**src/rtl/alu_share_arbiter.sv**
```systemverilog
// alu_share_arbiter: shares one combinational integer ALU between two
// requesters with round-robin priority. Each requester's result is
// captured into its own response register and returned one cycle after
// the request is accepted.
module alu_share_arbiter #(
  parameter int XLEN   = 32,
  parameter int CTRL_W = 7
) (
  input  logic              clk,
  input  logic              rst,

  input  logic              r0_valid,
  output logic              r0_ready,
  input  logic [XLEN-1:0]   r0_src_a,
  input  logic [XLEN-1:0]   r0_src_b,
  input  logic [CTRL_W-1:0] r0_alu_ctrl,
  input  logic [1:0]        r0_br_ctrl,

  input  logic              r1_valid,
  output logic              r1_ready,
  input  logic [XLEN-1:0]   r1_src_a,
  input  logic [XLEN-1:0]   r1_src_b,
  input  logic [CTRL_W-1:0] r1_alu_ctrl,
  input  logic [1:0]        r1_br_ctrl,

  output logic [XLEN-1:0]   alu_src_a,
  output logic [XLEN-1:0]   alu_src_b,
  output logic [CTRL_W-1:0] alu_control,
  output logic [1:0]        alu_branch_control,
  input  logic [XLEN-1:0]   alu_result,
  input  logic              alu_zero,

  output logic              r0_resp_valid,
  input  logic              r0_resp_ready,
  output logic [XLEN-1:0]   r0_resp_result,
  output logic              r0_resp_zero,

  output logic              r1_resp_valid,
  input  logic              r1_resp_ready,
  output logic [XLEN-1:0]   r1_resp_result,
  output logic              r1_resp_zero,

  output logic              prio
);

  logic free0, free1;
  logic elig0, elig1;
  logic grant0, grant1;

  // Eligibility and grant. A slot is free if empty or being drained this
  // cycle, so a held response blocks only its own requester. The grant
  // never looks at alu_result, which keeps the ALU path loop-free.
  always_comb begin
    free0  = !r0_resp_valid || r0_resp_ready;
    free1  = !r1_resp_valid || r1_resp_ready;
    elig0  = r0_valid && free0 && !rst;
    elig1  = r1_valid && free1 && !rst;
    grant0 = elig0 && (!elig1 || !prio);
    grant1 = elig1 && (!elig0 ||  prio);
  end

  assign r0_ready = grant0;
  assign r1_ready = grant1;

  // Steer the granted operation into the ALU; idle drives zeros (ADD, no compare).
  always_comb begin
    alu_src_a          = '0;
    alu_src_b          = '0;
    alu_control        = '0;
    alu_branch_control = 2'b00;
    if (grant0) begin
      alu_src_a          = r0_src_a;
      alu_src_b          = r0_src_b;
      alu_control        = r0_alu_ctrl;
      alu_branch_control = r0_br_ctrl;
    end else if (grant1) begin
      alu_src_a          = r1_src_a;
      alu_src_b          = r1_src_b;
      alu_control        = r1_alu_ctrl;
      alu_branch_control = r1_br_ctrl;
    end
  end

  // Round-robin pointer: after a grant, prefer the other requester.
  always_ff @(posedge clk) begin
    if (rst) begin
      prio <= 1'b0;
    end else if (grant0) begin
      prio <= 1'b1;
    end else if (grant1) begin
      prio <= 1'b0;
    end
  end

  // Requester 0 response register: refill on grant, else clear on consume.
  always_ff @(posedge clk) begin
    if (rst) begin
      r0_resp_valid  <= 1'b0;
      r0_resp_result <= '0;
      r0_resp_zero   <= 1'b0;
    end else if (grant0) begin
      r0_resp_valid  <= 1'b1;
      r0_resp_result <= alu_result;
      r0_resp_zero   <= alu_zero;
    end else if (r0_resp_ready) begin
      r0_resp_valid  <= 1'b0;
    end
  end

  // Requester 1 response register: refill on grant, else clear on consume.
  always_ff @(posedge clk) begin
    if (rst) begin
      r1_resp_valid  <= 1'b0;
      r1_resp_result <= '0;
      r1_resp_zero   <= 1'b0;
    end else if (grant1) begin
      r1_resp_valid  <= 1'b1;
      r1_resp_result <= alu_result;
      r1_resp_zero   <= alu_zero;
    end else if (r1_resp_ready) begin
      r1_resp_valid  <= 1'b0;
    end
  end

endmodule

```
**config.mk**
```make
export PLATFORM = sky130hd
export DESIGN_NAME = alu_share_arbiter
export DESIGN_NICKNAME = d
export VERILOG_FILES = /design/src/rtl/alu_share_arbiter.sv
export SDC_FILE = /design/constraint.sdc
export NUM_CORES = 1
export LEC_CHECK = 0
export BUFFER_PORTS_ARGS = -buffer_cell sky130_fd_sc_hd__buf_2
export CAP_MARGIN = 15
export CORE_AREA = 4 4 127 129
export CTS_BUF_LIST = sky130_fd_sc_hd__clkbuf_8
export CTS_CLUSTER_SIZE = 8
export DETAILED_ROUTE_END_ITERATION = 8
export DIE_AREA = 0 0 131 133
export PLACE_DENSITY_LB_ADDON = 0.05
export SYNTH_ARGS = -nofsm -noshare
export SYNTH_HDL_FRONTEND = slang
export SYNTH_SLANG_ARGS = --single-unit
```
**constraint.sdc**
```tcl
create_clock -name clk -period 3.7 [get_ports clk]
set_input_delay 0 -clock clk [delete_from_list [all_inputs] [get_ports clk]]
set_output_delay 0 -clock clk [all_outputs]
set_load 0.01 [all_outputs]
```
==> out/results.tsv, run 1 <==
metric	value	unit
most used cells in the layout excluding fill and tap cells	327 x sky130_fd_sc_hd__buf_2, 176 x sky130_fd_sc_hd__nand2b_1, 74 x sky130_fd_sc_hd__inv_1	
Max-cap violations	0	
mean routed wirelength per cell	16.3	um
filler instances	1593	
area occupied by multi-input gates	2510	um^2
max-slew violation total from the final report	0	
buffer cell driving the clock tree root	sky130_fd_sc_hd__clkbuf_8	
CTS buffer count	9	
transition time at the pin with the least slew margin	920	ps
effective utilization at floorplan	0.294	
drc violations	0	
Worst R2R Start	r1_resp_valid	
count of synthesis-stage warnings from yosys	0	
number of setup violations in the final report	0	
headroom to the max-slew limit	0.384	
Detailed Route WL	17100	um
clock latency at the later pin of the worst-skew pair	350	ps
violation count after the first detailed-route iteration	158	
synthesized instance count	523	
clock tree buffer depth	2	
total leakage power	3.52	nW
Congestion Overflow GR	0	
quantity of gates resized following cts	0	
number of ports placed on the die boundary	329	
final worst path period share	0.655	
Period minus WS final	2430	ps
Post-DRT Antenna Nets	0	
standard cell core area	15000	um^2
unrepaired setup endpoints after global routing	false	
startpoint of the most critical hold path	r1_resp_ready	
startpoint type of the worst setup path	flip-flop	
maximum number of pins on one net before global-route repair	151	
length in cells of the worst reg-to-reg path	4	
number of antenna violations at the first check in global routing	3	
detailed-routing iteration count for the pre-antenna-repair pass	6	
cell area after synthesis	4410	um^2
net count after synthesis	708	
DP Wirelength	12900	um
endpoint required time on the critical path	3700	ps
portion of the post-synthesis area used by sequential elements	0.313	
area share of the largest cell type after synthesis	0.313	
Fmax	412	MHz
routability cong.	0.851	
distinct cell type count of the synthesized netlist	18	
Worst Hold Path Cells	3	
post-place instance area	6120	um^2
total negative slack	0	ps
number of clock sinks	69	
vias per cell	4.62	
leading area contributor after synthesis	sky130_fd_sc_hd__dfxtp_1	
power density of the placed cells	305	nW/um^2
number of buffers added to fix hold violations after cts	34	
Vert. Die Dim	133	um
worst endpoint data arrival time	2430	ps
die width	131	um
Die Outline Area	17400	um^2
R2R setup slack	1620	ps
CTS tree	done	
first-pass GRT wire length	25000	um
commonest non-fill, non-tap cell in the layout	sky130_fd_sc_hd__buf_2	
number of standard-cell rows in the floorplan	45	
leading cell types by total area after synthesis	sky130_fd_sc_hd__dfxtp_1 31%, sky130_fd_sc_hd__nand2b_1 25%, sky130_fd_sc_hd__mux2i_1 15%	
area delta synth->final	50.7	%
final hold violations	0	
worst hold slack	65.7	ps
Post-CTS Setup Repair Bufs	0	
total of flip-flops plus latches after synthesis	69	
Syn Area/Cell	8.44	um^2
setup clock skew after layout	8.23	ps
total number of vias	4837	
H-Tree Depth	3	
maximum resistive drop on vdd	0.000212	V
Final nets	1035	
Final Cell Area	6650	um^2
overall power of the completed layout	2.03	mW
Critical R2R Capture	r0_resp_result[18]	
nature of the critical path endpoint	output port	
worst-path fanout max	74	
via count of the first global-routing pass	4539	
start-to-end type of the worst setup path	reg2out	
final cell utilization of the core	0.442	
status	finished, final reports clean	
register area	1380	um^2
endpoint of the worst hold path	r1_resp_valid	
quantity of I/O buffers inserted on ports	328	
share of post-route cells with drive strength above 1	0.411	
overall fraction of global-route tracks in use	0.181	
hold crit path type	in2reg	
clock-pin slew reported for the worst setup and hold paths after clock tree synthesis	70	ps
[where the power goes]
group | switching, mW | internal (mW)
clock | 0.296 | 0.280
sequential | 0.0267 | 0.796
combinational | 0.323 | 0.305
total | 0.646 | 1.38
[synthesized netlist by cell type (all sizes together)]
| cell type | n |
|---|---|
| dfxtp | 69 |
| a21oi | 3 |
| nor2 | 2 |
| nand2 | 1 |
| inv | 74 |
| nand2b | 176 |
| o21ai | 2 |
| o211ai | 2 |
| mux2i | 66 |
| nor2b | 1 |
| o211a | 2 |
| clkbuf | 31 |
| o32ai | 73 |
| buf | 20 |
| and2b | 1 |
[flip-flops by register name, summed over array words and instances, names as in the netlist]
| name | cells |
|---|---|
| r1_resp_valid | 1 |
| prio | 1 |
| r0_resp_valid | 1 |
| r1_resp_zero | 1 |
| r0_resp_zero | 1 |
| r0_resp_result | 32 |
| r1_resp_result | 32 |
[how the worst max path moves through the flow]
stage,depth (start not counted),slack [ps],start,to
2_1_floorplan,5,2350,r1_resp_valid,alu_src_a[0]
3_3_place_gp,5,1700,r1_resp_valid,alu_src_b[20]
3_5_place_dp,4,1620,r1_resp_valid,r0_resp_result[5]
4_1_cts,5,1230,r1_resp_valid,alu_src_a[8]
5_1_grt,5,1090,r1_resp_valid,alu_src_a[20]
6_report,5,1270,r1_resp_valid,alu_src_a[8]
[per-stage QoR]
| step | instances | worst slack (ps) |
|---|---|---|
| after floorplan | 523 | 2350 |
| after global placement | 993 | 1700 |
| after detailed placement | 993 | 1620 |
| after CTS | 1043 | 1230 |
| after global routing | 1046 | 1090 |
| final | 1046 | 1270 |
[critical path, cell delays in order, from the launching register on]
cell,delay [ps]
sky130_fd_sc_hd__dfxtp_1,320
sky130_fd_sc_hd__and2b_1,200
sky130_fd_sc_hd__o211ai_4,760
sky130_fd_sc_hd__buf_12,410
sky130_fd_sc_hd__o32ai_1,140
sky130_fd_sc_hd__buf_2,180
[kinds of logic after synthesis]
kind of cell	share of synthesized area
and+or+nand+nor	0.255
AOI/OAI and AO/OA	0.161
muxes	0.150
DFF	0.313
buffers and inverters	0.121
[metal layers]
metal,track usage,up-vias,wire length (um)
met5,0,-,0
met4,0.0771,0,381
met3,0.0444,23,1400
met2,0.310,188,8620
met1,0.211,2217,6700
li1,-,2409,-
[layout make-up]
type / count / share of cell area
Multi-Input combinational cell: 329 / 0.378
Timing Repair Buffer: 367 / 0.308
Sequential cell: 69 / 0.208
Inverter: 74 / 0.0418
Tap cell: 188 / 0.0354
Clock buffer: 11 / 0.0228
Clock inverter: 5 / 0.00508
Antenna cell: 3 / 0.00113
Power figures use the tool's default switching activity.
==> run 2: changes to the inputs <==
CORE_AREA = 4 4 124 126   (was 4 4 127 129)
DIE_AREA = 0 0 128 130   (was 0 0 131 133)
clock period = 2.25 ns   (was 3.7 ns; I/O delays follow)
==> run 2 against run 1 <==
Against the previous run: non-clock buffer count is 6 higher; hold slack about the same; sequential cell count unchanged; critical path type unchanged; largest power group unchanged.
==> out/results.tsv, run 2 (synthesis gave the netlist of run 1 again) <==
metric	value	unit	change
status	finished, final reports clean		
Worst Hold Path Cells	3		unchanged
filler instances	1452		-8.9%
number of clock sinks	69		unchanged
clock power share	0.306		+0.022
Internal Pwr Total	2.39	mW	+73%
quantity of gates resized following cts	0		unchanged
R2R setup slack	640	ps	-980 ps
mean routed wirelength per cell	15.7	um	-3.7%
setup clock skew after layout	6.06	ps	-2.17 ps
power share of the sequential group	0.393		-0.013
H-Tree Depth	3		unchanged
switching part of the total	0.305		-0.0135
largest registers	r0_resp_result x32, r1_resp_result x32		
total number of vias	4812		-0.52%
detailed-routing iteration count for the pre-antenna-repair pass	4		-2
drc violations	0		unchanged
commonest non-fill, non-tap cell in the layout	sky130_fd_sc_hd__buf_2		
buffer cell driving the clock tree root	sky130_fd_sc_hd__clkbuf_8		
Fmax	496	MHz	
Vert. Die Dim	130	um	-2.3%
startpoint of the most critical hold path	r1_resp_ready		
Worst R2R Start	r1_resp_valid		
number of setup violations in the final report	0		unchanged
number of standard-cell rows in the floorplan	44		-2.2%
unrepaired setup endpoints after global routing	false		
total leakage power	3.57	nW	+1.3%
routability cong.	0.924		+8.7%
nature of the critical path endpoint	output port		
Congestion Overflow GR	0		unchanged
standard cell core area	14300	um^2	-4.8%
worst endpoint data arrival time	2020	ps	-410 ps
worst-path fanout max	57		-23%
share of post-route cells with drive strength above 1	0.415		+0.00411
part of the total power dissipated in combinational logic	0.301		-0.009
effective utilization at floorplan	0.308		+0.0148
total negative slack	0	ps	unchanged
clock latency at the later pin of the worst-skew pair	340	ps	about the same
final hold violations	0		unchanged
endpoint required time on the critical path	2250	ps	-1450 ps
Detailed Route WL	16500	um	-3.3%
headroom to the max-slew limit	0.611		+0.227
clock-pin slew reported for the worst setup and hold paths after clock tree synthesis	70	ps	about the same
Post-DRT Antenna Nets	0		unchanged
maximum number of pins on one net before global-route repair	66		-56%
Die Outline Area	16600	um^2	-4.5%
power density of the placed cells	511	nW/um^2	+68%
Switching Power	1.05	mW	+63%
die width	128	um	-2.3%
max-slew violation total from the final report	0		unchanged
final worst path period share	0.896		
CTS tree	done		
number of ports placed on the die boundary	329		unchanged
startpoint type of the worst setup path	flip-flop		
Max-cap violations	0		unchanged
hold crit path type	in2reg		
CTS buffer count	9		unchanged
first-pass GRT wire length	24400	um	-2.2%
area occupied by multi-input gates	2510	um^2	unchanged
area delta synth->final	52.8	%	
register area	1380	um^2	unchanged
final cell utilization of the core	0.471		+0.0286
endpoint of the worst hold path	r1_resp_valid		
number of antenna violations at the first check in global routing	4		+1
violation count after the first detailed-route iteration	149		-5.7%
Period minus WS final	2020	ps	
vias per cell	4.58		-0.90%
clock tree buffer depth	2		unchanged
DP Wirelength	12600	um	-2.2%
maximum resistive drop on vdd	0.000377	V	+78%
Final nets	1041		+0.58%
transition time at the pin with the least slew margin	584	ps	-336 ps
overall fraction of global-route tracks in use	0.183		+0.00229
start-to-end type of the worst setup path	reg2out		
via count of the first global-routing pass	4617		+1.7%
quantity of I/O buffers inserted on ports	328		unchanged
Critical R2R Capture	r0_resp_result[29]		
length in cells of the worst reg-to-reg path	4		unchanged
most used cells in the layout excluding fill and tap cells	327 x sky130_fd_sc_hd__buf_2, 176 x sky130_fd_sc_hd__nand2b_1, 74 x sky130_fd_sc_hd__inv_1		
[run 2: cell types whose count changed in the layout (fill, tap and decap cells not counted), sizes merged]
cell	delta
diode	+2
bufinv	+1
buf	+6
inv	-1
[run 2: through the flow]
step / setup WS (ps) / cells / power [mW] / cell area (um^2) / hold WS [ps]
floorplan: 902 / 523 / 1.94 / 4410 / 142
global placement: 658 / 995 / 2.36 / 6180 / 282
detailed placement: 602 / 995 / 2.38 / 6180 / 292
CTS: 204 / 1045 / 3.50 / 6730 / 34.3
global route: 71.7 / 1049 / 3.65 / 6740 / 66.5
finish: 233 / 1050 / 3.44 / 6740 / 65.7
[run 2: metal layers]
layer,up-vias,global-route usage,wire (um),share of wire
met5,-,0,0,0
met3,19,0.0463,1140,0.069
met2,174,0.319,8300,0.50
met4,0,0.0687,320,0.019
met1,2186,0.218,6770,0.41
li1,2433,-,-,-
[run 2: worst max path at each step]
stage                        from        endpoint  slack (ps)  cells after the start
CTS                          prio   alu_src_a[28]         200                      5
finish                       prio   alu_src_a[28]         230                      5
detailed placement           prio   alu_src_a[28]         600                      5
floorplan           r1_resp_valid    alu_src_a[0]         900                      5
global placement    r1_resp_valid  alu_control[3]         660                      5
global route                 prio   alu_src_a[28]          70                      5
[run 2: layout make-up]
type,count,share of cell area
diodes,5,0.00186
flip-flops and latches,69,0.205
inverters,74,0.0412
multi-input cells,329,0.373
repair buffers,373,0.314
well taps,184,0.0341
clock inverters,5,0.00872
clock buffers,11,0.0225
[run 2: worst max-delay path, cell delays in order (launching register included)]
cell	delay (ps)
sky130_fd_sc_hd__dfxtp_1	330
sky130_fd_sc_hd__nand2b_1	220
sky130_fd_sc_hd__o211ai_4	190
sky130_fd_sc_hd__buf_4	500
sky130_fd_sc_hd__o32ai_1	220
sky130_fd_sc_hd__buf_2	190
[run 2: power groups by stage]
stage | Sequential [mW] | Clock [mW] | Combinational (mW)
floorplan | 1.42 | 0 | 0.522
global placement | 1.38 | 0 | 0.987
detailed placement | 1.38 | 0 | 1.00
CTS | 1.36 | 1.10 | 1.05
global route | 1.37 | 1.14 | 1.14
finish | 1.35 | 1.05 | 1.04
[run 2: timing repair]
action | CTS | global route
setup buffers | 0 | 0
hold buffers | 34 | 0
hold endpoints to repair | 67 | 0
